<file path="src/rtl/if_id_buf.sv">
// if_id_buf: IF->ID decoupling stage.
// Buffers up to DEPTH fetched {pc, inst} pairs in a circular FIFO in front of
// a registered ID-side output, so fetch can keep running while decode stalls.
//
// Ports:
//   clk, resetn         clock (rising edge), async active-low reset
//   if_valid/pc/inst    fetch-side entry offered this cycle
//   if_ready            buffer can accept an entry (registered state only)
//   stall               pipeline stall vector; stall[STAGE+1] holds ID
//   flush               drop all buffered and output state
//   id_valid/pc/inst    registered output to the decoder (zero on bubble)
//   count               entries held in the FIFO, not counting the output reg
module if_id_buf #(
  parameter int PC_W    = 32,
  parameter int INST_W  = 32,
  parameter int DEPTH   = 4,
  parameter int STALL_W = 6,
  parameter int STAGE   = 1
) (
  input  logic                       clk,
  input  logic                       resetn,
  input  logic                       if_valid,
  input  logic [PC_W-1:0]            if_pc,
  input  logic [INST_W-1:0]          if_inst,
  output logic                       if_ready,
  input  logic [STALL_W-1:0]         stall,
  input  logic                       flush,
  output logic                       id_valid,
  output logic [PC_W-1:0]            id_pc,
  output logic [INST_W-1:0]          id_inst,
  output logic [$clog2(DEPTH):0]     count
);

  localparam int PTR_W = $clog2(DEPTH);
  localparam int CNT_W = PTR_W + 1;
  localparam logic [CNT_W-1:0] FULL = CNT_W'(DEPTH);

  typedef struct packed {
    logic [PC_W-1:0]   pc;
    logic [INST_W-1:0] inst;
  } ent_t;

  ent_t [DEPTH-1:0] mem_q;
  ent_t             out_q, out_d;
  logic             vld_q, vld_d;
  logic [PTR_W-1:0] wr_ptr_q, wr_ptr_d, rd_ptr_q, rd_ptr_d;
  logic [CNT_W-1:0] count_q, count_d;

  logic push, adv, empty, wr_en, pop;

  // Only the ID-side bit matters here; fetch-side stalling arrives via if_valid.
  logic unused_stall;
  assign unused_stall = ^stall;

  assign if_ready = (count_q != FULL);
  assign push     = if_valid & if_ready & ~flush;
  assign adv      = ~stall[STAGE+1];
  assign empty    = (count_q == '0);

  // An empty FIFO with ID advancing bypasses straight to the output reg,
  // so the entry is never written to storage.
  assign wr_en = push & ~(adv & empty);
  assign pop   = adv & ~empty & ~flush;

  always_comb begin
    count_d  = count_q;
    wr_ptr_d = wr_ptr_q;
    rd_ptr_d = rd_ptr_q;
    out_d    = out_q;
    vld_d    = vld_q;
    if (flush) begin
      count_d  = '0;
      wr_ptr_d = '0;
      rd_ptr_d = '0;
      out_d    = '0;
      vld_d    = 1'b0;
    end else begin
      if (wr_en) wr_ptr_d = wr_ptr_q + PTR_W'(1);
      if (pop)   rd_ptr_d = rd_ptr_q + PTR_W'(1);
      case ({wr_en, pop})
        2'b10:   count_d = count_q + CNT_W'(1);
        2'b01:   count_d = count_q - CNT_W'(1);
        default: count_d = count_q;
      endcase
      if (adv) begin
        if (!empty) begin
          out_d = mem_q[rd_ptr_q];
          vld_d = 1'b1;
        end else if (push) begin
          out_d = '{pc: if_pc, inst: if_inst};
          vld_d = 1'b1;
        end else begin
          out_d = '0;
          vld_d = 1'b0;
        end
      end
    end
  end

  always_ff @(posedge clk or negedge resetn) begin
    if (!resetn) begin
      count_q  <= '0;
      wr_ptr_q <= '0;
      rd_ptr_q <= '0;
      out_q    <= '0;
      vld_q    <= 1'b0;
    end else begin
      count_q  <= count_d;
      wr_ptr_q <= wr_ptr_d;
      rd_ptr_q <= rd_ptr_d;
      out_q    <= out_d;
      vld_q    <= vld_d;
    end
  end

  // Storage contents are don't-care after reset; the pointers/count gate use.
  always_ff @(posedge clk) begin
    if (wr_en) mem_q[wr_ptr_q] <= '{pc: if_pc, inst: if_inst};
  end

  assign id_valid = vld_q;
  assign id_pc    = out_q.pc;
  assign id_inst  = out_q.inst;
  assign count    = count_q;

endmodule

</file>
<file path="config.mk">
export PLATFORM = sky130hd
export DESIGN_NAME = if_id_buf
export DESIGN_NICKNAME = d
export VERILOG_FILES = /design/src/rtl/if_id_buf.sv
export SDC_FILE = /design/constraint.sdc
export NUM_CORES = 1
export LEC_CHECK = 0
export BUFFER_PORTS_ARGS = -buffer_cell sky130_fd_sc_hd__buf_2
export CAP_MARGIN = 10
export CORE_ASPECT_RATIO = 1.1
export CORE_MARGIN = 10
export CORE_UTILIZATION = 50
export CTS_BUF_LIST = sky130_fd_sc_hd__clkbuf_4
export DETAILED_ROUTE_END_ITERATION = 6
export PLACE_DENSITY = 0.7
export SLEW_MARGIN = 20
export SYNTH_ARGS = -nofsm -noshare
export SYNTH_HDL_FRONTEND = slang
export SYNTH_SLANG_ARGS = --single-unit
</file>
<file path="constraint.sdc">
create_clock -name clk -period 4.8 [get_ports clk]
set_clock_uncertainty 0.2 [all_clocks]
set_input_delay 0.72 -clock clk [delete_from_list [all_inputs] [get_ports clk]]
set_output_delay 0.72 -clock clk [all_outputs]
set_load 0.01 [all_outputs]
</file>
==> run metrics <==
DP Worst Slack 1.25 ns; syn_area_per_cell 19.1 sq um; Rel. slew slack 0.273; Clk pin slew, worst setup/hold paths 0.07 ns; XOR/XNOR Fraction of Synth Area 0.000672; Final nets 938; largest net degree at the start of global routing 87; initial drt markers 636; num rows 61; synth top area cells edfxtp_1 59%, dfrtp_1 14%, mux4_2 11%; slowest library cell on the worst path and2_4; Total GRT Usage 0.172; synth-to-layout area growth 15.6%; Min Clock Period, post-route 2.95 ns; Hold WS 0.110 ns; Core Area 25500 sq um; Post-CTS Setup Bufs 0; clk_lat worst skew 0.65 ns; mux share of post-synthesis cell area 0.112; Final GP Congestion 0.798; gr ovfl total 0; # DRC 0; Clock Sinks 328; Synth Cell Area 13000 sq um; worst hold path type input port to flip-flop; CP startpoint kind input port; Mapped Nets 761; Synth Area in Adders 0.00538; status finished, final reports clean; max cap viols 0; main combinational cell family by area after synthesis multiplexers; post-DR vias/cell 5.67; H-Tree Level Count 3; compound-cell area share of the yosys netlist 0.0646; delay-heaviest family, CP simple AND/OR/NAND/NOR gates; Yosys Warn Count 0; Yosys cell types 37; Required @ worst endpoint 4.85 ns; post-synthesis simple-gate area fraction 0.0665; Worst VDD drop 0.339 mV; crit end category flip-flop; post-synthesis sequential area ratio 0.728; die area 32900 sq um; number of detailed-route iterations in the first pass 5; Achievable Freq 339 MHz; area post-placement 13900 sq um; crit share post-route 0.614; Leak 5.45 nW; DIE HEIGHT 189 um; global-route wire length before repair 45100 um; post-CTS sizing 0; CP bufs+invs 1; Routed WL 27900 um; Yosys top cell by area edfxtp_1; setup TNS 0 ns; dpl hpwl 15100 um; WS Path Type input port to flip-flop; IO Port Bufs 137; total number of vias 7233; Worst Tran Pin Value 1.09 ns; I/O pins 143; final hold viol count 0; crit path cell chain buf_4 -> nand2b_1 -> a21oi_1 -> and2_4; Final WS setup 1.85 ns; CTS tree done; Post-Layout Cell Count 1275; count of final setup violators 0; post-route ant nets 0; Slew Limit Fails 0; wire length per cell 21.9 um; post-synthesis cell count 682; Num CTS Buffers 81; Slowest Stage Delay on Critical Path 0.94 ns; Yosys reg bits 328; hold_buf cts 1; Synth top area share 0.590; ratio of cells with drive above 1 in the final layout 0.412; cell count after placement 1120; root buf cell clkbuf_4; Clock Path Buffers 3; initial antenna violation count 7; power per cell area 455 nW/um^2; design area 15100 sq um; unrepaired setup endpoints after global routing no; vias in the first global route 8182; Crit Path Max Fanout 64; Initial Util 0.511; WP data arrival 3.00 ns; DIE WIDTH 174 um
-- kinds of logic (layout without fill, tap and decap cells) --
group | Yosys count | count (layout)
AO/OA/AOI/OAI | 76 | 76
multiplexers | 66 | 66
other | 0 | 5
flip-flops | 328 | 328
buffers and inverters | 54 | 296
XOR/XNOR | 1 | 1
AND/OR/NAND/NOR | 152 | 152
adder cells (fa/ha/maj) | 5 | 5
-- registers in the layout, indices dropped and copies added, names as in the netlist --
signal    count
id_inst      32
wr_ptr_q      2
id_pc        32
count         3
id_valid      1
rd_ptr_q      2
mem_q       256
-- cells in the final DEF, fill, tap and decap left out, drive strengths merged, types with 4 or more instances in the layout --
cell / count
a21oi: 4
a221oi: 65
and2: 4
buf: 144
clkbuf: 126
clkinv: 19
dfrtp: 72
diode: 5
edfxtp: 256
ha: 4
inv: 5
mux4: 64
nor2: 5
nor2b: 65
nor3: 68
-- layout make-up --
type | count | area, sq um
clock inverters | 22 | 113
inverters | 3 | 11.3
repair buffers | 145 | 786
multi-input cells | 300 | 3260
clock buffers | 126 | 946
fillers | 2013 | 10400
flip-flops and latches | 328 | 9500
well taps | 346 | 433
diodes | 5 | 12.5
-- metrics by stage --
stage / utilization / total power [mW]
2_1_floorplan: - / 4.25
3_3_place_gp: 0.547 / 4.57
3_5_place_dp: 0.547 / 4.60
4_1_cts: 0.589 / 6.94
5_1_grt: 0.591 / 7.22
6_report: 0.591 / 6.85
-- final timing paths --
kind,slack (ns),to,from,cells after the start
min in group asynchronous,0.42,id_pc[0]$_DFFE_PN0P_,resetn,2
max,1.85,mem_q[239]$_DFFE_PP_,stall[2],4
max in group asynchronous,3.01,rd_ptr_q[1]$_DFFE_PN0P_,resetn,3
min,0.11,mem_q[121]$_DFFE_PP_,if_pc[25],1
max reg2reg,1.89,mem_q[239]$_DFFE_PP_,count[2]$_DFFE_PN0P_,3
min reg2reg,0.37,id_pc[7]$_DFFE_PN0P_,id_pc[7]$_DFFE_PN0P_,2
-- worst register-to-register path: stages (launching register included) --
cell	delay [ns]
dfrtp_1	0.47
nand2b_1	0.19
a21oi_1	0.67
and2_4	0.94
-- cell usage after synthesis --
master	number
buf_2	13
or3_1	2
buf_1	7
or3_4	1
o31ai_1	1
xnor2_1	1
nand3_1	1
a311oi_1	1
o21ai_0	1
nor2_1	4
mux2_1	2
nand2_1	2
buf_4	4
edfxtp_1	256
a2111oi_0	1
o21a_1	1
a221oi_2	32
fa_1	1
clkbuf_1	22
ha_1	4
nor3_1	67
nor2_4	1
a21o_1	1
buf_6	1
inv_1	3
or2_1	1
a21oi_1	4
a211oi_1	1
nor2b_1	65
dfrtp_1	72
and2_1	4
nand2b_1	2
buf_8	4
mux4_2	64
nor3_2	1
a221oi_1	33
nor3b_1	1
-- where the power goes --
group          leakage [nW]  total [mW]  internal (mW)  switching (mW)
registers              3.26        3.40           3.27           0.137
logic                  1.55        1.14          0.500           0.636
clock network         0.639        2.31           1.25            1.06
-- per-layer routing --
layer / part of all wire / GRT usage / vias to the layer above
met4: 0.017 / 0.0605 / 4
met1: 0.42 / 0.210 / 3734
li1: - / - / 3198
met5: 0.00083 / 0 / -
met2: 0.49 / 0.285 / 253
met3: 0.068 / 0.0535 / 44
No activity file was read; power rests on OpenSTA's default activity.
